File: src/rtl/seven_seg_capture_if.sv
// ----------------------------------------------------------------------------
// seven_seg_capture_if
//   Groups the multiplexed display bus and the frame handshake that surround
//   the seven-segment capture block.
//
//   master : the display/scoreboard side. It drives the segment/anode bus,
//            frame_ready and clr_err, and observes the frame and error outputs.
//   slave  : the capture block itself.
//
//   seg_n        segment bus, active-low, bit0=a .. bit6=g
//   an_n         digit enables, active-low, one-cold when valid
//   frame_data   digit i in [4i+3:4i]; 0-9, 4'hF=blank, 4'hE=illegal
//   frame_valid  frame_data holds an unaccepted frame
//   frame_ready  consumer accepts when frame_valid && frame_ready
//   err_illegal  sticky: a non-digit, non-blank pattern was captured
//   err_overrun  sticky: a frame completed while the previous one was pending
//   clr_err      synchronous clear of both sticky error flags
// ----------------------------------------------------------------------------
interface seven_seg_capture_if #(
  parameter int NDIG = 4
);
  logic [6:0]        seg_n;
  logic [NDIG-1:0]   an_n;
  logic [4*NDIG-1:0] frame_data;
  logic              frame_valid;
  logic              frame_ready;
  logic              err_illegal;
  logic              err_overrun;
  logic              clr_err;

  modport master (
    output seg_n, an_n, frame_ready, clr_err,
    input  frame_data, frame_valid, err_illegal, err_overrun
  );

  modport slave (
    input  seg_n, an_n, frame_ready, clr_err,
    output frame_data, frame_valid, err_illegal, err_overrun
  );
endinterface

File: src/rtl/seven_seg_capture.sv
// ----------------------------------------------------------------------------
// seven_seg_capture
//   Receive-side partner of the BCD-to-7-segment driver. Samples the
//   multiplexed active-low segment/anode bus, waits for each pattern to be
//   stable, decodes the digit shown on the active position and, once every
//   position has been seen, offers the whole frame on a valid/ready handshake.
//
//   Ports:
//     clk      system clock
//     reset_n  asynchronous active-low reset
//     bus      seven_seg_capture_if.slave (display bus, frame handshake,
//              sticky error flags and their clear)
//
//   Parameters:
//     NDIG           number of multiplexed digit positions (1..8)
//     STABLE_CYCLES  consecutive identical synced samples needed to accept
//     CNT_W          width of the stability counter (must hold STABLE_CYCLES)
// ----------------------------------------------------------------------------
module seven_seg_capture #(
  parameter int NDIG          = 4,
  parameter int STABLE_CYCLES = 4,
  parameter int CNT_W         = 8
) (
  input  logic               clk,
  input  logic               reset_n,
  seven_seg_capture_if.slave bus
);

  localparam int SW    = NDIG + 7;
  localparam int IDX_W = (NDIG > 1) ? $clog2(NDIG) : 1;
  localparam logic [CNT_W-1:0] CNT_LAST = CNT_W'(STABLE_CYCLES - 1);

  typedef enum logic [1:0] {
    IDLE,
    SETTLE,
    HELD
  } state_t;

  // Active-low seven-segment pattern to BCD; blank and illegal get codes.
  function automatic logic [3:0] decode(input logic [6:0] seg);
    logic [3:0] code;
    case (seg)
      7'h40:   code = 4'd0;
      7'h79:   code = 4'd1;
      7'h24:   code = 4'd2;
      7'h30:   code = 4'd3;
      7'h19:   code = 4'd4;
      7'h12:   code = 4'd5;
      7'h02:   code = 4'd6;
      7'h78:   code = 4'd7;
      7'h00:   code = 4'd8;
      7'h18:   code = 4'd9;
      7'h7F:   code = 4'hF;
      default: code = 4'hE;
    endcase
    return code;
  endfunction

  // --------------------------------------------------------------------------
  // Input synchroniser: sync_q/s form the 2-flop synchroniser, s_d is the
  // previous synced sample used for the stability comparison.
  // --------------------------------------------------------------------------
  logic [SW-1:0] sync_q;
  logic [SW-1:0] s;
  logic [SW-1:0] s_d;

  // NOTE: sequential state is written with non-blocking assignments so every
  // flop in the chain samples the value from before the edge.
  always_ff @(posedge clk or negedge reset_n) begin
    if (!reset_n) begin
      sync_q <= '0;
      s      <= '0;
      s_d    <= '0;
    end else begin
      sync_q <= {bus.an_n, bus.seg_n};
      s      <= sync_q;
      s_d    <= s;
    end
  end

  logic [NDIG-1:0] s_an;
  logic [6:0]      s_seg;
  logic            changed;

  assign s_an    = s[SW-1:7];
  assign s_seg   = s[6:0];
  assign changed = (s != s_d);

  // --------------------------------------------------------------------------
  // Anode decode: exactly one low enable selects a position.
  // --------------------------------------------------------------------------
  logic [3:0]       zero_cnt;
  logic [IDX_W-1:0] idx;
  logic             an_ok;

  // NOTE: every variable written here gets a default first, so no path can
  // leave one unassigned and infer a latch.
  always_comb begin
    zero_cnt = '0;
    idx      = '0;
    for (int i = 0; i < NDIG; i++) begin
      if (!s_an[i]) begin
        zero_cnt = zero_cnt + 4'd1;
        idx      = IDX_W'(i);
      end
    end
    an_ok = (zero_cnt == 4'd1);
  end

  // --------------------------------------------------------------------------
  // Stability FSM
  // --------------------------------------------------------------------------
  state_t           state, state_n;
  logic [CNT_W-1:0] cnt, cnt_n;
  logic             capture;

  always_ff @(posedge clk or negedge reset_n) begin
    if (!reset_n) begin
      state <= IDLE;
      cnt   <= '0;
    end else begin
      state <= state_n;
      cnt   <= cnt_n;
    end
  end

  always_comb begin
    state_n = state;
    cnt_n   = cnt;
    capture = 1'b0;
    unique case (state)
      IDLE: begin
        if (an_ok) begin
          state_n = SETTLE;
          cnt_n   = '0;
        end
      end
      SETTLE: begin
        if (!an_ok) begin
          state_n = IDLE;
        end else if (changed) begin
          cnt_n = '0;
        end else if (cnt == CNT_LAST) begin
          capture = 1'b1;
          state_n = HELD;
        end else begin
          cnt_n = cnt + 1'b1;
        end
      end
      HELD: begin
        if (!an_ok) begin
          state_n = IDLE;
        end else if (changed) begin
          state_n = SETTLE;
          cnt_n   = '0;
        end
      end
      default: state_n = IDLE;
    endcase
  end

  // --------------------------------------------------------------------------
  // Capture datapath: shadow digits, seen mask, frame completion
  // --------------------------------------------------------------------------
  logic [NDIG-1:0][3:0] shadow, shadow_n;
  logic [NDIG-1:0]      seen, seen_n;
  logic [3:0]           code;
  logic                 complete;

  always_comb begin
    code     = decode(s_seg);
    shadow_n = shadow;
    seen_n   = seen;
    if (capture) begin
      shadow_n[idx] = code;
      seen_n[idx]   = 1'b1;
    end
    // The mask tested includes this edge's capture.
    complete = capture && (&seen_n);
  end

  logic [4*NDIG-1:0] frame_data_q;
  logic              frame_valid_q;
  logic              err_illegal_q;
  logic              err_overrun_q;
  logic              accept;
  logic              drop;

  assign accept = frame_valid_q && bus.frame_ready;
  // Completion while the pending frame is not taken this edge loses the new one.
  assign drop   = complete && frame_valid_q && !bus.frame_ready;

  // NOTE: the shadow digit store is small, so it is reset like all other state
  // and frame_data never exposes X after a partial scan.
  always_ff @(posedge clk or negedge reset_n) begin
    if (!reset_n) begin
      shadow        <= '0;
      seen          <= '0;
      frame_data_q  <= '0;
      frame_valid_q <= 1'b0;
      err_illegal_q <= 1'b0;
      err_overrun_q <= 1'b0;
    end else begin
      shadow <= shadow_n;
      seen   <= complete ? '0 : seen_n;

      if (complete && !drop) begin
        frame_data_q  <= shadow_n;
        frame_valid_q <= 1'b1;
      end else if (accept) begin
        frame_valid_q <= 1'b0;
      end

      // Setting a flag wins over clearing it on the same edge.
      if (capture && (code == 4'hE)) begin
        err_illegal_q <= 1'b1;
      end else if (bus.clr_err) begin
        err_illegal_q <= 1'b0;
      end

      if (drop) begin
        err_overrun_q <= 1'b1;
      end else if (bus.clr_err) begin
        err_overrun_q <= 1'b0;
      end
    end
  end

  assign bus.frame_data  = frame_data_q;
  assign bus.frame_valid = frame_valid_q;
  assign bus.err_illegal = err_illegal_q;
  assign bus.err_overrun = err_overrun_q;

endmodule
File: src/flat_wrapper.sv
// flat-port wrapper written by rule: the top's interface ports become plain ports
module seven_seg_capture_flat 
#(
  parameter int NDIG          = 4,
  parameter int STABLE_CYCLES = 4,
  parameter int CNT_W         = 8
)
  (clk, reset_n, bus_seg_n, bus_an_n, bus_frame_ready, bus_clr_err, bus_frame_data, bus_frame_valid, bus_err_illegal, bus_err_overrun);
  seven_seg_capture_if #(.NDIG(NDIG)) bus_i ();
  input  logic clk;
  input  logic reset_n;
  input wire logic [$bits(bus_i.seg_n)-1:0] bus_seg_n;
  input wire logic [$bits(bus_i.an_n)-1:0] bus_an_n;
  input wire logic [$bits(bus_i.frame_ready)-1:0] bus_frame_ready;
  input wire logic [$bits(bus_i.clr_err)-1:0] bus_clr_err;
  output wire logic [$bits(bus_i.frame_data)-1:0] bus_frame_data;
  output wire logic [$bits(bus_i.frame_valid)-1:0] bus_frame_valid;
  output wire logic [$bits(bus_i.err_illegal)-1:0] bus_err_illegal;
  output wire logic [$bits(bus_i.err_overrun)-1:0] bus_err_overrun;
  assign bus_i.seg_n = bus_seg_n;
  assign bus_i.an_n = bus_an_n;
  assign bus_i.frame_ready = bus_frame_ready;
  assign bus_i.clr_err = bus_clr_err;
  assign bus_frame_data = bus_i.frame_data;
  assign bus_frame_valid = bus_i.frame_valid;
  assign bus_err_illegal = bus_i.err_illegal;
  assign bus_err_overrun = bus_i.err_overrun;
  seven_seg_capture #(.NDIG(NDIG), .STABLE_CYCLES(STABLE_CYCLES), .CNT_W(CNT_W)) u_core (.clk(clk), .reset_n(reset_n), .bus(bus_i));
endmodule
File: config.mk
export PLATFORM = sky130hd
export DESIGN_NAME = seven_seg_capture_flat
export DESIGN_NICKNAME = d
export VERILOG_FILES = /design/src/rtl/seven_seg_capture_if.sv /design/src/rtl/seven_seg_capture.sv /design/src/flat_wrapper.sv
export SDC_FILE = /design/constraint.sdc
export NUM_CORES = 1
export LEC_CHECK = 0
export ABC_AREA = 1
export CAP_MARGIN = 20
export CELL_PAD_IN_SITES_DETAIL_PLACEMENT = 1
export CELL_PAD_IN_SITES_GLOBAL_PLACEMENT = 2
export CORE_ASPECT_RATIO = 1.2
export CORE_MARGIN = 2
export CORE_UTILIZATION = 37
export CTS_CLUSTER_DIAMETER = 100
export CTS_CLUSTER_SIZE = 20
export DETAILED_ROUTE_END_ITERATION = 16
export PLACE_DENSITY = 0.95
export REMOVE_ABC_BUFFERS = 1
export SETUP_SLACK_MARGIN = 0.15
export SYNTH_ARGS = -nofsm -noshare
export SYNTH_HDL_FRONTEND = slang
export SYNTH_SLANG_ARGS = --single-unit
export TNS_END_PERCENT = 20
File: constraint.sdc
create_clock -name clk -period 6.85 [get_ports clk]
set_clock_uncertainty 0.15 [all_clocks]
set_input_delay 1.0275 -clock clk [delete_from_list [all_inputs] [get_ports clk]]
set_output_delay 1.0275 -clock clk [all_outputs]
set_load 0.05 [all_outputs]
* Yosys cells after proc, flatten, opt, wreduce, memory -nomap -nowiden
Cells that the tools add are included.
Word-level totals: latch bits 0, input port bits 15, word-level logic and storage cells 102, RAM bits 0, flip-flop bits (word level) 82, memories kept 0, memory bits (read-only) 0, output and inout bits 19
Operators by class: mux-type cells 39, eq/ne operators 24, multiply operators 0, shift-type cells 0, $lt $le $gt $ge 2, divide/modulo/power cells 0, reduce and logical (&&, ||, !) cells 18, bitwise gates (word level) 1, add/subtract/negate cells 4
Operators with widths (number):
- 8-bit 2-to-1 mux | 6
- 4-bit one-hot mux with 11 select lines | 1
- 7-bit equality test (second input constant) | 4
- 4-bit 2-to-1 mux | 6
- 8-bit one-hot mux with 3 select lines | 1
- 7-bit by 5-bit equality test with 1-bit output (second input constant) | 3
- 16-bit bitwise mux | 1
- 16-bit 2-to-1 mux | 1
- 2-bit 2-to-1 mux | 8
- 7-bit by 6-bit equality test with 1-bit output (second input constant) | 2
- 1-bit 2-to-1 mux | 12
- 11-bit inequality test | 1
- 4-bit by 1-bit adder with 4-bit output (second input constant) | 2
- 8-bit by 1-bit adder with 8-bit output (second input constant) | 1
- 4-bit demux with 2-bit select | 1
- 8-bit by 2-bit equality test with 1-bit output (second input constant) | 1
- 2-bit by 1-bit inequality test with 1-bit output (second input constant) | 4
- 4-bit AND reduction | 2
- 7-bit by 2-bit equality test with 1-bit output (second input constant) | 1
- 1-bit logical AND | 7
- 7-bit logical NOT | 1
- 3-bit by 2-bit inequality test with 1-bit output (second input constant) | 2
- 3-bit inequality test (second input constant) | 2
- 2-bit one-hot mux with 3 select lines | 1
- 14 further kinds | 17

* Longest topological paths before layout
depth after elaboration 18, depth in mapped cells 20, depth with buffers taken out 19

* Worst setup path before layout
Ideal clock, no wire load.
kind reg2reg, from register u_core.s[8], to register u_core.frame_data_q[10] (netlist: u_core.bus.frame_data[10]), library setup time 119 ps, required time 6581 ps, buffers on the path 1, setup slack 4029 ps, stages on the path, launching flop included 21, period minus slack after synthesis 2821 ps, arrival 2552 ps, cell sequence dfrtp_1 > inv_1 > ha_1 > inv_1 > nand2_1 > nand2_1 > inv_1 > ha_1 > nor2_1 > nand2_1 > o21ai_2 > nand3b_1 > inv_2 > nand3_1 > nand2_2 > nand2_4 > nor2_8 > nand3_4 > buf_6 > nand2_1 > nand2_1
On the way: word-level cells in the longest chain between the ends 15, elaborated cells on any way between the ends 30, classes of those cells add/sub (2); order compare (2); eq/ne (2); mux (16); bitwise (1); reduce/logical (7)
RTL lines:
- from (decl) | RTL line seven_seg_capture.sv:64 | logic [SW-1:0] s;
- from (signal assigned) | RTL line seven_seg_capture.sv:76 | s <= sync_q;
- 4-bit 2-to-1 mux / 1-bit 2-to-1 mux (equally long branches) | RTL line seven_seg_capture.sv:102 | if (!s_an[i]) begin
- 4-bit by 1-bit adder with 4-bit output / 2-bit 2-to-1 mux (equally long branches) | RTL line seven_seg_capture.sv:103, seven_seg_capture.sv:102
- 4-bit 2-to-1 mux / 2-bit 2-to-1 mux (equally long branches) | RTL line seven_seg_capture.sv:102
- 4-bit by 1-bit adder with 4-bit output, or another cell as far along | RTL line seven_seg_capture.sv:103 | zero_cnt = zero_cnt + 4'd1;
- 4-bit 2-to-1 mux / 1-bit logical AND (equally long branches) | RTL line seven_seg_capture.sv:102, seven_seg_capture.sv:175, seven_seg_capture.sv:176
- 4-bit by 1-bit equality test with 1-bit output / 1-bit 2-to-1 mux (equally long branches) | RTL line seven_seg_capture.sv:107, seven_seg_capture.sv:176
- 1-bit 2-to-1 mux / 1-bit demux with 2-bit select (equally long branches)
- 1-bit 2-to-1 mux / 4-bit OR (equally long branches)
- 4-bit 2-to-1 mux | RTL line seven_seg_capture.sv:174 | if (capture) begin
- 4-bit AND reduction | RTL line seven_seg_capture.sv:179 | complete = capture && (&seen_n);
- 1-bit logical AND | RTL line seven_seg_capture.sv:179
- 1-bit logical AND (2 in series) | RTL line seven_seg_capture.sv:191 | assign drop = complete && frame_valid_q && !bus.frame_ready;
- 1-bit logical NOT | RTL line seven_seg_capture.sv:207 | if (complete && !drop) begin
- 1-bit logical AND | RTL line seven_seg_capture.sv:207
- to (signal assigned) | RTL line seven_seg_capture.sv:208 | frame_data_q <= shadow_n;
- to (decl) | RTL line seven_seg_capture.sv:182 | logic [4*NDIG-1:0] frame_data_q;
Several ways; a longest one is shown, not always the timed one. A chain may end at the register's enable or synchronous reset.

* Final worst setup path
from register u_core.s[8], to register u_core.frame_data_q[2] (netlist: u_core.bus.frame_data[2])
The elaborated chain is that of the path after synthesis.

==> impl_metrics.py <==
metrics = {
    "cells_and_area": {
        "antenna_cells": 0,
        "nFillCells": 1117,
        "seq_area_um2": 2050,
        "multiInputGateArea_um2": 1240,
        "syn2layout_area_growth_pct": 23.3,
        "final_cells": 568,
        "layout-drive-gt1-share_pct": 7.19,
        "final_common_cell": "nand2_1",
        "nNetsFinal": 459,
        "layout_common_cells": "nand2_1 (141), dfrtp_1 (82), inv_1 (44)",
    },
    "pwr": {
        "ir_drop_mv": 0.126,
        "power.total_mw": 1.12,
        "power.leakage_nw": 2.26,
        "pwr_density_cell_nw_per_um2": 259,
    },
    "worst_setup_path": {
        "critPathMaxStageDelay_ns": 0.41,
        "cp_max_fo": 18,
        "crit_arrival_ns": 3.38,
        "path_class": "register to register",
        "path_delay_family": "simple AND/OR/NAND/NOR gates",
        "worstPathCellList": "inv_1 > ha_1 > inv_1 > nand2_1 > nand2_1 > inv_1 > ha_1 > nor2_1 > nand2_1 > o21ai_2 > nand3b_1 > inv_2 > nand3_1 > nand2_2 > nand2_4 > nor2_8 > nand3_4 > nand2_1 > nand2_1",
        "crit_top_cell": "nand2_1",
        "cp_slowest_cell": "dfrtp_1",
        "crit_buf_inv": 4,
        "cp-end-kind": "register",
        "startpoint_type": "register",
        "crit_required_ns": 6.91,
    },
    "cts": {
        "cts-root-buf": "clkbuf_16",
        "path_clk_slew_ns": 0.06,
        "cts_buffers": 9,
        "cts.repair.resized": 0,
        "cts_tree": "yes",
        "clockBufferDepth": 2,
        "cts_max_level": 3,
        "insertion_delay_ns": 0.33,
        "postCtsSetupBuffers": 0,
        "tritoncts_num_sinks": 82,
        "holdBufCountCts": 0,
    },
    "timing": {
        "finalCritPeriodShare_pct": 48.5,
        "fmax_mhz": 301,
        "finalCriticalPeriod_ns": 3.32,
        "tns_ns": 0,
        "worstMarginPinSlew_ns": 0.669,
        "drv_slew": 0,
        "finalHoldViolCount": 0,
        "finalSetupViolations": 0,
        "relSlewSlack_pct": 55.3,
        "rsz0062_at_grt": "false",
    },
    "route": {
        "routed_via_density": 4.76,
        "ant_nets": 0,
        "first_pass_iters": 4,
        "via_count": 2706,
        "drc": 0,
        "wirelength_um": 7600,
        "wl_per_cell_um": 13.4,
        "drt-initial-drc-count": 71,
    },
    "placed_design": {
        "dp_hpwl_um": 5350,
        "gp_congestion": 0.746,
        "portBuffers": 33,
        "dp_cells": 551,
    },
    "floorplan": {
        "die_x_um": 93.0,
        "start_util_pct": 37.6,
        "rows": 39,
        "dieArea_um2": 10300,
        "core_um2": 9370,
        "boundaryPins": 34,
        "die_h_um": 111,
    },
    "global_route": {
        "grt_pass1_vias": 2907,
        "grt_start_max_net_pins": 83,
        "grt.overflow.total": 0,
        "track_usage_pct": 16.7,
        "grt_pass1_wl_um": 13500,
        "antenna_found_initial": 0,
    },
    "synth": {
        "syn_area_per_cell_um2": 8.77,
        "synth-seq-cells": 82,
        "synth_cell_types": 30,
        "netlist_area_um2": 3520,
        "synth_seq_area_share_pct": 58.3,
        "syn_inst": 401,
        "ys_warn_count": 0,
    },
    "min_path": {
        "hold_class": "register to register",
    },
    "outcome": {
        "status": "completed",
    },
    "run": {
        "drv_cap": 0,
    },
}
-- power by group --
group	internal, mW	switching, mW	total, mW
clock network	0.375	0.185	0.560
registers	0.496	0.00942	0.505
logic	0.0217	0.0367	0.0583
-- worst paths after layout --
kind                                        from                        to  cells after the start  slack, ns
worst max-delay path                 u_core.s[8]  u_core.bus.frame_data[2]                     19       3.53
worst min-delay path            u_core.sync_q[8]               u_core.s[8]                      0       0.20
max in group asynchronous                reset_n              u_core.s[10]                      2       5.57
worst min register to register  u_core.sync_q[8]               u_core.s[8]                      0       0.20
min in group asynchronous                reset_n  u_core.bus.frame_data[7]                      1       0.39
worst max register to register       u_core.s[8]  u_core.bus.frame_data[2]                     19       3.53
-- sequential cells by signal, indices dropped and copies added (netlist names) --
name,cells
u_core.state,2
u_core.s_d,11
u_core.cnt,8
u_core.sync_q,11
u_core.seen,4
u_core.bus.err_illegal,1
u_core.s,11
u_core.shadow,16
u_core.bus.err_overrun,1
u_core.bus.frame_valid,1
u_core.bus.frame_data,16
-- per-layer routing --
layer	GRT usage [%]	vias up	part of all wire, %
li1	-	1338	-
met1	19.5	1328	43
met2	29.0	27	52
met3	4.15	13	2.9
met4	6.67	0	1.8
met5	0	-	0
-- cells by family (layout without fill, tap and decap cells) --
| group | count (synthesis) | after routing | synth area share, % |
|---|---|---|---|
| AND/OR/NAND/NOR | 228 | 228 | 28.2 |
| flip-flops | 82 | 82 | 58.3 |
| buffers and inverters | 54 | 98 | 6.37 |
| AO/OA/AOI/OAI | 27 | 27 | 4.02 |
| XOR/XNOR | 6 | 6 | 1.71 |
| adder cells (fa/ha/maj) | 4 | 4 | 1.42 |
-- synth_stat cells (all sizes together) --
master / instances / area (µm²)
a21boi: 1 / 7.51
a21oi: 11 / 55.1
and3: 1 / 6.26
buf: 5 / 40.0
clkbuf: 1 / 3.75
dfrtp: 82 / 2050
ha: 4 / 50.1
inv: 48 / 180
nand2: 144 / 553
nand3: 14 / 87.6
nand3b: 1 / 7.51
nand4: 18 / 113
nor2: 39 / 168
nor3: 10 / 50.1
o21ai: 15 / 78.8
or2: 1 / 6.26
xnor2: 4 / 42.6
xor2: 2 / 17.5
-- area by class of cell --
cell class,count,share of cell area (%)
Tap cell,123,3.55
Clock inverter,5,2.31
Inverter,48,4.15
Sequential cell,82,47.3
Multi-Input combinational cell,265,28.6
Timing Repair Buffer,34,8.19
Clock buffer,11,5.83
-- per-stage QoR --
stage	hold WS [ns]	utilization (%)	area [µm²]	setup WS (ns)
2_1_floorplan	0.181	-	3470	4.02
3_3_place_gp	0.183	42.2	3960	3.63
3_5_place_dp	0.186	42.2	3960	3.54
4_1_cts	0.199	46.0	4310	3.48
5_1_grt	0.200	46.3	4340	3.12
6_report	0.197	46.3	4340	3.53
(Power assumes the default switching activity.)
==> variant: new RTL, config.mk and constraints unchanged <==
Reset style: synchronous (`reset_n`), changed in 3 clocked blocks. Comments in the files are not updated.
--- a/src/rtl/seven_seg_capture.sv
+++ b/src/rtl/seven_seg_capture.sv
@@ -67,5 +67,5 @@
   // NOTE: sequential state is written with non-blocking assignments so every
   // flop in the chain samples the value from before the edge.
-  always_ff @(posedge clk or negedge reset_n) begin
+  always_ff @(posedge clk) begin
     if (!reset_n) begin
       sync_q <= '0;
@@ -115,5 +115,5 @@
   logic             capture;
 
-  always_ff @(posedge clk or negedge reset_n) begin
+  always_ff @(posedge clk) begin
     if (!reset_n) begin
       state <= IDLE;
@@ -193,5 +193,5 @@
   // NOTE: the shadow digit store is small, so it is reset like all other state
   // and frame_data never exposes X after a partial scan.
-  always_ff @(posedge clk or negedge reset_n) begin
+  always_ff @(posedge clk) begin
     if (!reset_n) begin
       shadow        <= '0;
Behaviour: differs if reset_n is asserted again (counterexample within 10 cycles, from zero or initial values and one cycle with reset_n low); with reset_n held inactive, the same outputs for 10 cycles.
==> variant against the original RTL <==
- non-clock buffer count unchanged
- global-route usage increased by 0.12 points
- cell area increased by 0.32%
- sequential share of layout area decreased by 9.6 points
- via count increased by 18%
- clock power decreased by 17%
- synthesized area increased by 3.9%
- wire length increased by 7.4%
- first-iteration DRC count decreased by 2.8%
- total power decreased by 8.7%
- setup slack got worse by 0.11 ns
- sequential power decreased by 2%
- sequential cell count unchanged
- highest routed layer unchanged
==> variant: results <==
{
  "dp_hpwl_um": 5930,
  "yosys_warnings": 0,
  "syn_avg_cell_area_sq_um": 6.95,
  "ctsLongestPathBuffers": 2,
  "vias": 3203,
  "slowest_delay_ns": 0.40,
  "post_drt_wl_per_cell_um": 11.9,
  "placed_area_sq_um": 4060,
  "htreeDepth": 3,
  "place.gp.congestion": 0.797,
  "postCtsSetupBuffers": 0,
  "antenna_found_initial": 0,
  "power_leakage_uw": 0.00212,
  "ys_top_cells_by_count": "nand2_1, inv_1, dfxtp_1, nor2_1, nand3_1",
  "dp.cells": 669,
  "path_clk_slew_ns": 0.06,
  "grt_usage": 0.168,
  "diodes": 0,
  "synthArstFlopShare": 0,
  "hold_path_class": "flop to flop",
  "numCtsBuffers": 9,
  "cp_max_fo": 15,
  "yosys.cell_types.count": 30,
  "portBuffers": 33,
  "max_slew.worst_pin.slew_ns": 0.728,
  "slowest_stage": "dfxtp_1",
  "clk_latency_ns": 0.34,
  "dp_slack_ns": 3.41,
  "first_pass_iters": 4,
  "ctsResizeCount": 0,
  "drive_gt1_frac": 0.0676,
  "grt_pass1_vias": 3267,
  "nets": 576,
  "ir_drop_uv": 108,
  "root_buffer": "clkbuf_16",
  "grt_pass1_wl_um": 14200,
  "grt_max_degree": 54,
  "ys_seq_area_frac": 0.449,
  "routed_via_density": 4.68,
  "synthTopCellsByArea": "dfxtp_1, nand2_1, inv_1",
  "drt_first_iter_violations": 69,
  "status": "completed"
}
variant: layer usage:
metal | vias up | global-route usage | share of wire
li1 | 1659 | - | -
met1 | 1503 | 0.188 | 0.44
met2 | 29 | 0.295 | 0.51
met3 | 12 | 0.0399 | 0.025
met4 | 0 | 0.0792 | 0.021
met5 | - | 0 | 0
variant: final timing paths:
path | startpoint | end | slack (ns) | depth (start not counted)
max | u_core.s[8]$_SDFF_PN0_ | u_core.bus.frame_data[7]$_SDFFE_PN0P_ | 3.42 | 18
min | u_core.sync_q[2]$_SDFF_PN0_ | u_core.s[2]$_SDFF_PN0_ | 0.26 | 2
max reg2reg | u_core.s[8]$_SDFF_PN0_ | u_core.bus.frame_data[7]$_SDFFE_PN0P_ | 3.42 | 18
min reg2reg | u_core.sync_q[2]$_SDFF_PN0_ | u_core.s[2]$_SDFF_PN0_ | 0.26 | 2
variant: worst max-delay path, delay by kind of cell (launching register included):
kind / cells / cell delay, ns
buf+inv: 3 / 0.23
fa+ha+maj: 2 / 0.59
flops: 1 / 0.40
simple gates: 12 / 1.89
compound gates: 1 / 0.08
variant: cell type report:
cell class                      count  area, sq um
Clock buffer                       10          229
Tap cell                          123          154
Timing Repair Buffer               34          333
Inverter                          100          377
Clock inverter                      6         57.6
Sequential cell                    82         1640
Fill cell                        1269         5210
Multi-Input combinational cell    330         1560
variant: where the power goes:
group	switching (uW)	total [uW]	internal [uW]
registers	7.06	494	487
logic	41.2	65.2	24.0
clock network	187	467	279
total	235	1030	790
variant: cells by family after synthesis:
logic type      count (synthesis)  share of synthesized area
compound gates                 33                     0.0534
xor+xnor                        7                     0.0168
fa+ha+maj                       4                     0.0137
buf+inv                       114                      0.124
flops                          82                      0.449
simple gates                  286                      0.343
